===== src/rtl/vdp_vram_pkg.sv =====
// Shared VRAM access definitions: write-width codes, dot-phase slots and the
// latched request record used by the VRAM access responder.
package vdp_vram_pkg;

  localparam logic [1:0] MEMORY_WIDTH_8  = 2'b00;
  localparam logic [1:0] MEMORY_WIDTH_16 = 2'b01;
  localparam logic [1:0] MEMORY_WIDTH_32 = 2'b10;

  localparam logic [1:0] DOT_SLOT_A = 2'b11;
  localparam logic [1:0] DOT_SLOT_B = 2'b00;

  typedef struct packed {
    logic [18:0] addr;
    logic        we;
    logic [1:0]  size;
    logic [7:0]  d8;
    logic [15:0] d16;
    logic [31:0] d32;
  } vram_req_t;

endpackage


===== src/rtl/vram_lane_mux.sv =====
// Byte-lane steering between byte-addressed VDP accesses and a 32-bit word
// memory: byte enables and replicated write data on the way out, byte and
// halfword selection on the way back in.
module vram_lane_mux
  import vdp_vram_pkg::*;
(
  input  logic [1:0]  i_addr_lo,
  input  logic        i_we,
  input  logic [1:0]  i_size,
  input  logic [7:0]  i_d8,
  input  logic [15:0] i_d16,
  input  logic [31:0] i_d32,
  output logic [3:0]  o_be,
  output logic [31:0] o_wdata,
  input  logic [1:0]  i_rd_addr_lo,
  input  logic [31:0] i_rword,
  output logic [7:0]  o_rd8,
  output logic [15:0] o_rd16
);

  // Write enables/data; reads fetch the whole word and drive no data.
  always_comb begin
    o_be    = 4'b1111;
    o_wdata = 32'h0;
    if (i_we) begin
      case (i_size)
        MEMORY_WIDTH_16: begin
          o_be    = i_addr_lo[1] ? 4'b1100 : 4'b0011;
          o_wdata = {2{i_d16}};
        end
        MEMORY_WIDTH_32: begin
          o_be    = 4'b1111;
          o_wdata = i_d32;
        end
        // 8-bit and the reserved code both take the byte path
        default: begin
          o_be    = 4'b0001 << i_addr_lo;
          o_wdata = {4{i_d8}};
        end
      endcase
    end
  end

  // Read lane selection from the word returned by memory.
  always_comb begin
    o_rd8 = 8'h0;
    case (i_rd_addr_lo)
      2'd0:    o_rd8 = i_rword[7:0];
      2'd1:    o_rd8 = i_rword[15:8];
      2'd2:    o_rd8 = i_rword[23:16];
      default: o_rd8 = i_rword[31:24];
    endcase
    o_rd16 = i_rd_addr_lo[1] ? i_rword[31:16] : i_rword[15:0];
  end

endmodule


===== src/rtl/vram_access_responder.sv =====
// Memory-side end of the VDP VRAM bus: samples arbiter requests at fixed dot
// slots, issues one word transaction per request on a req/ack port, and
// returns read data on 8/16/32-bit lanes.
module vram_access_responder
  import vdp_vram_pkg::*;
#(
  parameter logic SLOT_B_EN = 1'b1,
  parameter int   ADDR_W    = 19
) (
  input  logic              CLK21M,
  input  logic              RESET_N,
  input  logic [1:0]        DOTSTATE,
  input  logic [ADDR_W-1:0] IRAMADR,
  input  logic              PRAMWE_N,
  input  logic [1:0]        PRAM_WR_SIZE,
  input  logic [7:0]        PRAMDBO_8,
  input  logic [15:0]       PRAMDBO_16,
  input  logic [31:0]       PRAMDBO_32,
  output logic [7:0]        PRAMDBI_8,
  output logic [15:0]       PRAMDBI_16,
  output logic [31:0]       PRAMDBI_32,
  output logic              rd_data_valid,
  output logic              mem_req,
  output logic              mem_we,
  output logic [ADDR_W-3:0] mem_addr,
  output logic [3:0]        mem_be,
  output logic [31:0]       mem_wdata,
  input  logic              mem_ack,
  input  logic [31:0]       mem_rdata,
  output logic [7:0]        overrun_count
);

  localparam logic [0:0] ST_IDLE = 1'b0;
  localparam logic [0:0] ST_BUSY = 1'b1;

  logic [0:0] r_state;
  vram_req_t  r_req;
  logic [7:0]  r_pd8;
  logic [15:0] r_pd16;
  logic [31:0] r_pd32;
  logic        r_rd_valid;
  logic [7:0]  r_ovr;

  logic        w_busy;
  logic        w_slot;
  logic        w_accept;
  logic        w_done;
  vram_req_t   w_new_req;
  logic [3:0]  w_be;
  logic [31:0] w_wdata;
  logic [7:0]  w_rd8;
  logic [15:0] w_rd16;

  assign w_busy = (r_state == ST_BUSY);

  // Slot B only carries reads; a write presented there is ignored.
  assign w_slot = (DOTSTATE == DOT_SLOT_A) ||
                  (SLOT_B_EN && (DOTSTATE == DOT_SLOT_B) && PRAMWE_N);

  // A slot is taken when idle, or when the in-flight access completes this cycle.
  assign w_done   = w_busy && mem_ack;
  assign w_accept = w_slot && (!w_busy || mem_ack);

  // Write data is masked on reads: the arbiter may float the data bus then.
  assign w_new_req.addr = IRAMADR;
  assign w_new_req.we   = ~PRAMWE_N;
  assign w_new_req.size = PRAM_WR_SIZE;
  assign w_new_req.d8   = PRAMWE_N ? 8'h0  : PRAMDBO_8;
  assign w_new_req.d16  = PRAMWE_N ? 16'h0 : PRAMDBO_16;
  assign w_new_req.d32  = PRAMWE_N ? 32'h0 : PRAMDBO_32;

  vram_lane_mux u_lane_mux (
    .i_addr_lo    (r_req.addr[1:0]),
    .i_we         (r_req.we),
    .i_size       (r_req.size),
    .i_d8         (r_req.d8),
    .i_d16        (r_req.d16),
    .i_d32        (r_req.d32),
    .o_be         (w_be),
    .o_wdata      (w_wdata),
    .i_rd_addr_lo (r_req.addr[1:0]),
    .i_rword      (mem_rdata),
    .o_rd8        (w_rd8),
    .o_rd16       (w_rd16)
  );

  // Request register and IDLE/BUSY sequencing.
  always_ff @(posedge CLK21M or negedge RESET_N) begin
    if (!RESET_N) begin
      r_state <= ST_IDLE;
      r_req   <= '0;
    end else if (w_accept) begin
      r_state <= ST_BUSY;
      r_req   <= w_new_req;
    end else if (w_done) begin
      r_state <= ST_IDLE;
    end
  end

  // Capture read data at ack using the address of the completing access.
  always_ff @(posedge CLK21M or negedge RESET_N) begin
    if (!RESET_N) begin
      r_pd8      <= 8'h0;
      r_pd16     <= 16'h0;
      r_pd32     <= 32'h0;
      r_rd_valid <= 1'b0;
    end else begin
      r_rd_valid <= 1'b0;
      if (w_done && !r_req.we) begin
        r_pd8      <= w_rd8;
        r_pd16     <= w_rd16;
        r_pd32     <= mem_rdata;
        r_rd_valid <= 1'b1;
      end
    end
  end

  // Count slots dropped while an access is still outstanding, saturating.
  always_ff @(posedge CLK21M or negedge RESET_N) begin
    if (!RESET_N) begin
      r_ovr <= 8'h0;
    end else if (w_slot && w_busy && !mem_ack && (r_ovr != 8'hFF)) begin
      r_ovr <= r_ovr + 8'd1;
    end
  end

  // Memory port is driven from the request register only while busy.
  assign mem_req       = w_busy;
  assign mem_we        = w_busy && r_req.we;
  assign mem_addr      = w_busy ? r_req.addr[ADDR_W-1:2] : '0;
  assign mem_be        = w_busy ? w_be : 4'b0000;
  assign mem_wdata     = w_busy ? w_wdata : 32'h0;
  assign PRAMDBI_8     = r_pd8;
  assign PRAMDBI_16    = r_pd16;
  assign PRAMDBI_32    = r_pd32;
  assign rd_data_valid = r_rd_valid;
  assign overrun_count = r_ovr;

endmodule

===== config.mk =====
export PLATFORM = sky130hd
export DESIGN_NAME = vram_access_responder
export DESIGN_NICKNAME = d
export VERILOG_FILES = /design/src/rtl/vdp_vram_pkg.sv /design/src/rtl/vram_lane_mux.sv /design/src/rtl/vram_access_responder.sv
export SDC_FILE = /design/constraint.sdc
export NUM_CORES = 1
export LEC_CHECK = 0
export ABC_CLOCK_PERIOD_IN_PS = 3800
export BUFFER_PORTS_ARGS = -buffer_cell sky130_fd_sc_hd__buf_2
export CORE_ASPECT_RATIO = 1.4
export CORE_UTILIZATION = 54
export CTS_CLUSTER_DIAMETER = 120
export DETAILED_ROUTE_END_ITERATION = 10
export GPL_TIMING_DRIVEN = 0
export PLACE_DENSITY = 0.85
export RECOVER_POWER = 100
export SETUP_SLACK_MARGIN = 0.1
export SYNTH_ARGS = -nofsm -noshare
export SYNTH_HDL_FRONTEND = slang
export SYNTH_SLANG_ARGS = --single-unit
export TNS_END_PERCENT = 20

===== constraint.sdc =====
create_clock -name CLK21M -period 3.8 [get_ports CLK21M]
set_clock_uncertainty 0.2 [all_clocks]
set_input_delay 0.38 -clock CLK21M [delete_from_list [all_inputs] [get_ports CLK21M]]
set_output_delay 0.38 -clock CLK21M [all_outputs]
set_load 0.01 [all_outputs]

== Yosys cells after proc, flatten, opt, wreduce, memory -nomap -nowiden ==
Cells that the tools add are included.

* Bits in registers: 144
* Input bits: 115
* Word-level logic and storage cells: 53

* Add/sub/neg operators: 1
* Eq/ne operators: 6
* Shift operators: 1
* Muxes and demuxes: 16
* Bitwise gates (word level): 1
* Reduce and logical (&&, ||, !) cells: 16

{| class="wikitable"
|+ Operator list
! kind !! count
|-
| $mux W32 || 3
|-
| $pmux W32 S2 || 1
|-
| $mux W16 || 2
|-
| $pmux W8 S3 || 1
|-
| $mux W17 || 1
|-
| $mux W4 || 3
|-
| $add A8 B1 Y8 const B || 1
|-
| $logic_and A1 B1 Y1 || 8
|-
| $mux W8 || 1
|-
| $ne A8 B8 Y1 const B || 1
|-
| $pmux W4 S2 || 1
|-
| $eq A2 B2 Y1 const B || 3
|-
| $eq A2 B1 Y1 const B || 2
|-
| $logic_not A2 Y1 || 2
|-
| $shl A1 B2 Y4 const A || 1
|-
| $logic_not A1 Y1 || 3
|-
| $mux W1 || 3
|-
| $logic_or A1 B1 Y1 || 2
|-
| $reduce_bool A2 Y1 || 1
|-
| $not A1 Y1 || 1
|}

== Logic depth before layout (Yosys ltp) ==
Gate-level depths: netlist of the first run.

* Word-level depth: 6
* Gate-level depth with buffers: 7
* Gate-level depth less buffers: 6

== By module ==
Synthesis of the first run repeated with hierarchy kept, for this count alone.

* Cells, all modules: 775
* Area total of the unflattened synthesis: 7023.0 um^2

{| class="wikitable"
|+ By module, submodules not included
! module !! instances !! cells an instance !! area each (um^2) !! sequential area each (um^2)
|-
| vram_access_responder || 1 || 634 || 6135.9 || 3603.5
|-
| vram_lane_mux || 1 || 141 || 887.1 || 0.0
|}

== Worst setup path after synthesis of the first run ==
OpenSTA, ideal clock, no wires.

* Path kind: flip-flop to output port
* Start point: register r_req[56] (netlist name)
* End point: output port mem_wdata[10]
* Arrival: 1533 ps
* Slack: 1687 ps
* Stages on the path, launching flop included: 7
* Path through: dfrtp_1 inv_1 ha_1 clkbuf_1 clkbuf_1 a21oi_1 a21oi_1

* Cells in the longest elaborated chain, start to end: 4

{| class="wikitable"
|+ RTL lines
! item !! line !! text
|-
| start: declaration || vram_access_responder.sv:37 || <nowiki>vram_req_t r_req;</nowiki>
|-
| start signal: assignment || vram_access_responder.sv:94 || <nowiki>r_req <= w_new_req;</nowiki>
|-
| $eq A2 B2 Y1 / $eq A2 B1 Y1 (equally long branches) || vram_lane_mux.sv:26 || <nowiki>case (i_size)</nowiki>
|-
| $pmux W32 S2 (*) || vram_lane_mux.sv:26 ||
|-
| $mux W32 (*) || vram_lane_mux.sv:25 || <nowiki>if (i_we) begin</nowiki>
|-
| $mux W32 (*) || vram_access_responder.sv:132 || <nowiki>assign mem_wdata = w_busy ? w_wdata : 32'h0;</nowiki>
|-
| end: declaration || vram_access_responder.sv:27 || <nowiki>output logic [31:0] mem_wdata,</nowiki>
|}

Every way passes the cells marked *; elsewhere a longest branch is shown, timed or not.

== Worst setup path in the final report of the first run ==
* Start point: register r_req[56] (netlist name)
* End point: output port mem_wdata[30]

Same word-level chain as after synthesis.

==> key figures, run 1 <==
Drt
  – WL/cell: 18.35 µm
  – Final WL: 20990 µm
  – Residual DRC count: 0
  – Via count: 6423
  – DR pass1 iterations: 5
  – Routed Antenna Nets: 0
  – Initial DRC Count: 404
  – Vias/cell: 5.615

Floorplan
  – Die area: 12900 µm²
  – Chip Height: 134.0 µm
  – CORE AREA: 12000 µm²
  – Die Span X: 96.29 µm
  – Cell Rows: 47
  – Num ports: 235
  – Starting density of the core: 56.03%

Global routing
  – First-pass GRT wire length: 31600 µm
  – Largest net degree at the start of global routing: 90
  – GR Util All Layers: 33.18%
  – Initial antenna violation count: 1
  – Vias in the first global route: 6268
  – GRT overflow: 0

Logic synthesis
  – FF+latch count, synth: 144
  – Mapped Nets: 821
  – Ys Warns: 0
  – Leading area contributor after synthesis: dfrtp_1
  – Syn Inst Count: 703
  – Synth top area share: 53.61%
  – Synth area leaders: dfrtp_1 (54%), nand2_1 (12%), o21ai_0 (6.3%)
  – Sequential share of the synthesized area: 53.61%
  – Post-Syn Area: 6721 µm²
  – Synth Area per Inst: 9.561 µm²
  – Unique cell type count in the Yosys netlist: 30

Power and ir drop
  – Leakage: 4.096 nW
  – PD cells: 580.8 nW/µm²
  – Max VDD drop: 0.3216 mV

Final layout
  – Fin nets: 1101
  – Final design utilization: 73.02%
  – Post-Layout Cell Count: 1144
  – Synth-to-Final Area Change: 30.32%
  – Layout cells sized above 1: 20.08%

CTS
  – Clock Sink Count: 144
  – Setup bufs post-CTS: 0
  – Post-CTS Hold Fix Bufs: 26
  – CTS H-tree depth: 4
  – Skew-Pair Late Insertion Delay: 410 ps
  – Clk root buf: clkbuf_16
  – CTS tree: yes
  – Clock transition at path regs: 60 ps
  – CTS Buf Count: 17
  – Resize count post-CTS: 0
  – Max Buffers Root-to-Sink: 2

Setup path
  – Crit. End Element: primary output
  – Cell Chain, Critical Path: inv_1 > ha_1 > clkbuf_1 > clkbuf_1 > a21oi_1 > a21oi_1 > clkbuf_1
  – Crit-path slowest cell: clkbuf_1
  – Critical path launch point type: register
  – Critical path arrival: 2480 ps
  – Critical path data required time: 3220 ps
  – Most frequent CP cell: clkbuf_1
  – Critical path class: reg -> out
  – Crit-path max FO: 10
  – Crit path largest cell delay: 400 ps

STA
  – Hold_ws: 1.776 ps
  – Post-route clock period utilization: 80.46%
  – Setup_tns: 0 ps
  – F_max: 327.1 MHz
  – RSZ-0062 raised after global routing: false
  – Max_slew headroom: 22.60%
  – Final setup fails: 0
  – Final Slew Violations: 0
  – Worst-margin pin slew: 1149 ps
  – Final worst path period need: 3058 ps
  – Hold Violations, Final: 0

Run status
  – Run status: finished, final reports clean

Placed design
  – Port bufs: 234
  – Placed cells: 1085
  – RD Place Congestion: 0.9559
  – Post-DP HPWL: 15050 µm

Worst hold path
  – Min-Delay Path Class: in -> reg

Flow run
  – Max-Cap Viols: 0
## path summary, 6_finish.rpt
| path | start | end | slack (ps) | cells after the start |
|---|---|---|---|---|
| hold reg to reg | r_req[36] | r_req[36] | 280 | 2 |
| hold / removal | mem_rdata[9] | PRAMDBI_32[9] | 2 | 3 |
| setup / recovery | r_req[56] | mem_wdata[30] | 740 | 7 |
| min in group asynchronous | RESET_N | PRAMDBI_16[3] | 300 | 2 |
| max in group asynchronous | RESET_N | r_req[12] | 2260 | 3 |
| setup reg to reg | mem_req | r_req[27] | 1160 | 6 |
## cells in the final DEF (no fill, tap or decap), drive strengths merged, types with 2 or more instances in the layout
| master | count |
|---|---|
| nand2 | 206 |
| clkbuf | 173 |
| dfrtp | 144 |
| buf | 127 |
| o21ai | 86 |
| nand2b | 57 |
| a21oi | 50 |
| mux2 | 33 |
| dlygate4sd3 | 26 |
| and2 | 19 |
| mux2i | 17 |
| inv | 9 |
| mux4 | 8 |
| clkinv | 7 |
| nor3 | 6 |
| nor2 | 5 |
| o21a | 3 |
| xor2 | 3 |
| ha | 3 |
| clkinvlp | 3 |
| nand3 | 2 |
## worst max-delay path: cells and delay by family (launching register included)
family	cells	cell delay (ps)
AOI/OAI and AO/OA	2	370
DFF	1	380
buffers and inverters	4	1000
adders and majority gates	1	300
## state kept, by name (all words and copies together), names as in the netlist
register,flops
mem_req,1
PRAMDBI_8,8
r_req,78
overrun_count,8
PRAMDBI_16,16
rd_data_valid,1
PRAMDBI_32,32
## per-stage QoR
step / setup slack (ps) / total power, W / instance area (µm²)
floorplan: 1687 / 0.002886 / 6721
global placement: 171.1 / 0.003469 / 8077
CTS: 749.9 / 0.005151 / 8936
finish: 742.5 / 0.005088 / 8760
detailed placement: 1202 / 0.003536 / 8110
global route: 637.4 / 0.005352 / 8760
## per-layer routing
metal	track usage [%]	vias to the layer above	wire, µm
met5	0	-	0
met3	7.540	97	1824
met1	35.80	3019	7314
met4	21.98	0	1393
met2	56.82	407	10450
li1	-	2900	-
## power breakdown
| part | internal [W] | switching [W] | total (W) |
|---|---|---|---|
| sequential | 0.00188 | 0.000224 | 0.00210 |
| combinational | 0.000528 | 0.000863 | 0.00139 |
| clock | 0.000935 | 0.000657 | 0.00159 |
## cells by family after synthesis
family / count (synthesis) / synth area share, %
AO/OA/AOI/OAI: 142 / 10.91
multiplexers: 58 / 10.74
adder cells (fa/ha/maj): 3 / 0.5585
XOR/XNOR: 3 / 0.3910
flip-flops: 144 / 53.61
AND/OR/NAND/NOR: 300 / 20.22
buffers and inverters: 53 / 3.574
## cells in the mapped netlist
| cell type | count |
|---|---|
| nand3b_1 | 1 |
| nand2b_1 | 57 |
| nor3b_4 | 1 |
| a31oi_1 | 1 |
| o21ai_2 | 1 |
| and3_1 | 1 |
| o21a_1 | 3 |
| a21oi_1 | 50 |
| o21bai_2 | 1 |
| inv_1 | 7 |
| mux2i_1 | 17 |
| buf_6 | 1 |
| buf_2 | 12 |
| mux2_2 | 33 |
| nor2_1 | 5 |
| nor3_1 | 6 |
| and2_1 | 19 |
| buf_1 | 3 |
| nand2_1 | 206 |
| o21ai_0 | 85 |
| nor4_2 | 1 |
| nor2b_1 | 1 |
| dfrtp_1 | 144 |
| mux4_2 | 8 |
| xor2_1 | 3 |
| nand3_1 | 2 |
| clkbuf_1 | 25 |
| ha_1 | 3 |
| buf_4 | 5 |
| o2111ai_1 | 1 |
## layout make-up
type	instances	area [µm²]
flip-flops and latches	144	3603
fillers	947	3237
multi-input cells	506	2870
repair buffers	261	1324
clock buffers	19	452.9
plain buffers	46	183.9
well taps	147	183.9
clock inverters	13	112.6
inverters	7	26.28
diodes	1	2.502
No activity file was read; power rests on OpenSTA's default activity.
==> inputs of run 2 (changes only) <==
ABC_CLOCK_PERIOD_IN_PS = 3000   (was 3800)
CORE_UTILIZATION = 50   (was 54)
PLACE_DENSITY = 0.8   (was 0.85)
clock period = 3 ns   (was 3.8 ns; I/O delays follow)
==> key figures, run 2 (synthesis gave the netlist of run 1 again) <==
STA
  – Final setup fails: 0 (unchanged)
  – Final Slew Violations: 71 (+71)
  – F_max: 350.4 MHz
  – Setup_tns: 0 ps (unchanged)
  – Hold Violations, Final: 0 (unchanged)
  – Post-route clock period utilization: 95.13%
  – Final worst setup slack: 146.1 ps (-596.4 ps)
  – Final worst path period need: 2854 ps
  – Worst-margin pin slew: 1729 ps (+580.2 ps)
  – RSZ-0062 raised after global routing: true
  – Max_slew headroom: -15.28% (-38 points)

Flow run
  – Max-Cap Viols: 1 (+1)

CTS
  – Clock Sink Count: 144 (unchanged)
  – CTS Buf Count: 17 (unchanged)
  – Max Buffers Root-to-Sink: 2 (unchanged)
  – Skew-Pair Late Insertion Delay: 410 ps (about the same)
  – CTS H-tree depth: 4 (unchanged)
  – CTS tree: yes
  – Clock transition at path regs: 60 ps (about the same)
  – Clk root buf: clkbuf_16

Power and ir drop
  – Combinational power share: 27.9% (+0.6 points)
  – Pwr Total: 0.006781 W (+33%)
  – Leakage: 4.476 nW (+9.3%)
  – PD cells: 701.4 nW/µm² (+21%)
  – Internal Power: 0.004474 W (+34%)
  – Net Sw Frac: 34.03% (-0.24 points)
  – Sw power: 0.002307 W (+32%)
  – Sequential share of power: 39.3% (-2.1 points)
  – Clock network fraction of design power: 32.8% (+1.5 points)
  – Max VDD drop: 0.3562 mV (+11%)

Final layout
  – ANT cells: 0 (-1)
  – Fin nets: 1185 (+7.6%)
  – Fillers: 922 (-2.6%)
  – Layout cells sized above 1: 18.98% (-1.1 points)
  – Commonest non-fill, non-tap cells in the layout: nand2_1 (206), clkbuf_1 (149), dfrtp_1 (144)
  – Most common cell after layout, fill and taps aside: nand2_1
  – Max reg flops: 78 (unchanged)
  – Largest register by flop count: r_req
  – Synth-to-Final Area Change: 43.84%

Drt
  – Via count: 6962 (+8.4%)
  – Routed Antenna Nets: 0 (unchanged)
  – DR pass1 iterations: 6 (+1)
  – Vias/cell: 5.534 (-1.4%)
  – Residual DRC count: 0 (unchanged)
  – WL/cell: 18.71 µm (+2.0%)
  – Final WL: 23540 µm (+12%)
  – Initial DRC Count: 450 (+11%)

Floorplan
  – Starting density of the core: 51.71% (-4.3 points)
  – Die Span X: 99.99 µm (+3.8%)
  – Chip Height: 139.2 µm (+3.9%)
  – Die area: 13920 µm² (+7.9%)
  – Cell Rows: 49 (+4.3%)
  – Num ports: 235 (unchanged)
  – CORE AREA: 13000 µm² (+8.3%)

Setup path
  – Critical path data required time: 2500 ps (-720 ps)
  – Crit. End Element: primary output
  – FF-to-FF Start: mem_req
  – Critical path arrival: 2350 ps (-130 ps)
  – Crit-path max FO: 10 (unchanged)
  – Critical path class: reg -> out
  – Critical path launch point type: register
  – Worst Setup SP: r_req[56]

Placed design
  – DP Worst Slack: 545.9 ps (-655.7 ps)
  – Post-DP HPWL: 14690 µm (-2.4%)
  – RD Place Congestion: 0.9351 (-2.2%)
  – Port bufs: 234 (unchanged)

Global routing
  – Initial antenna violation count: 0 (-1)
  – Vias in the first global route: 7389 (+18%)
  – First-pass GRT wire length: 36960 µm (+17%)
  – GR Util All Layers: 34.77% (+1.6 points)
  – Largest net degree at the start of global routing: 76 (-16%)
  – GRT overflow: 0 (unchanged)

Worst hold path
  – Hold Crit Start: mem_ack
  – Min-Delay Path Class: in -> reg

Run status
  – Run status: finished with violations
  – Failing checks: capacitance limit, slew limit
-- run 2: changes by cell type in the layout (fill, tap and decap cells not counted), moves of 3 or more --
cell | previous run | this run
buf_2 | 120 | 123
clkbuf_1 | 154 | 149
clkbuf_2 | 0 | 5
clkinv_2 | 5 | 0
dlygate4sd3_1 | 26 | 110
inv_6 | 2 | 6
-- run 2: critical path: stages, from the launching register on --
cell and delay, ps:
dfrtp_1 370, inv_1 50, ha_1 300, inv_1 140, o21ai_0 720, a21oi_1 170
clkbuf_1 180
-- run 2: through the flow --
| step | hold WS, ps | instances | utilization [%] | instance area [µm²] |
|---|---|---|---|---|
| 5_1_grt | 18.54 | 1258 | 74.38 | 9668 |
| 3_3_place_gp | 254.1 | 1115 | 62.44 | 8115 |
| 4_1_cts | 6.071 | 1258 | 75.92 | 9868 |
| 2_1_floorplan | -195.6 | 703 | - | 6721 |
| 3_5_place_dp | 138.6 | 1116 | 62.70 | 8149 |
| 6_report | 1.958 | 1258 | 74.38 | 9668 |
-- run 2: what timing repair did --
action                                  in CTS  in global routing
gates cloned                                 0                  0
hold endpoints to repair                   179                  0
buffers inserted                             0                  0
hold buffers                               110                  0
endpoints found under the setup margin       2                 22
resized for setup                            1                  5
-- run 2: path summary, 6_finish.rpt --
kind                             endpoint  slack [ps]  cells after the start
max in group asynchronous       r_req[27]         490                      3
setup reg to reg                r_req[54]         370                      6
hold reg to reg            PRAMDBI_32[27]         270                      2
hold / removal                    mem_req           2                      3
setup / recovery            mem_wdata[18]         150                      6
min in group asynchronous   PRAMDBI_16[8]         660                      2
-- run 2: cell type report --
type                            instances  area [µm²]  share of cell area (%)
Multi-Input combinational cell        506        2864                   29.62
Clock buffer                           19       442.9                   4.581
Sequential cell                       144        3603                   37.27
Tap cell                              178       222.7                   2.304
Buffer                                 46       187.7                   1.941
Clock inverter                         13       173.9                   1.799
Inverter                                7       26.28                  0.2718
Timing Repair Buffer                  345        2147                   22.21
-- run 2: power groups by stage --
stage / Combinational (W) / Sequential [W] / Clock (W)
final: 0.00189 / 0.00267 / 0.00222
after global routing: 0.00206 / 0.00271 / 0.00232
after CTS: 0.00193 / 0.00263 / 0.00223
after detailed placement: 0.00181 / 0.00266 / 0
after global placement: 0.00176 / 0.00264 / 0
after floorplan: 0.000894 / 0.00276 / 0
-- run 2: routing by layer --
layer / GRT usage [%] / share of wire (%) / vias up
li1: - / - / 3052
met1: 36.83 / 34 / 3297
met2: 61.45 / 51 / 481
met3: 6.502 / 7.7 / 132
met4: 24.03 / 6.9 / 0
met5: 0 / 0 / -
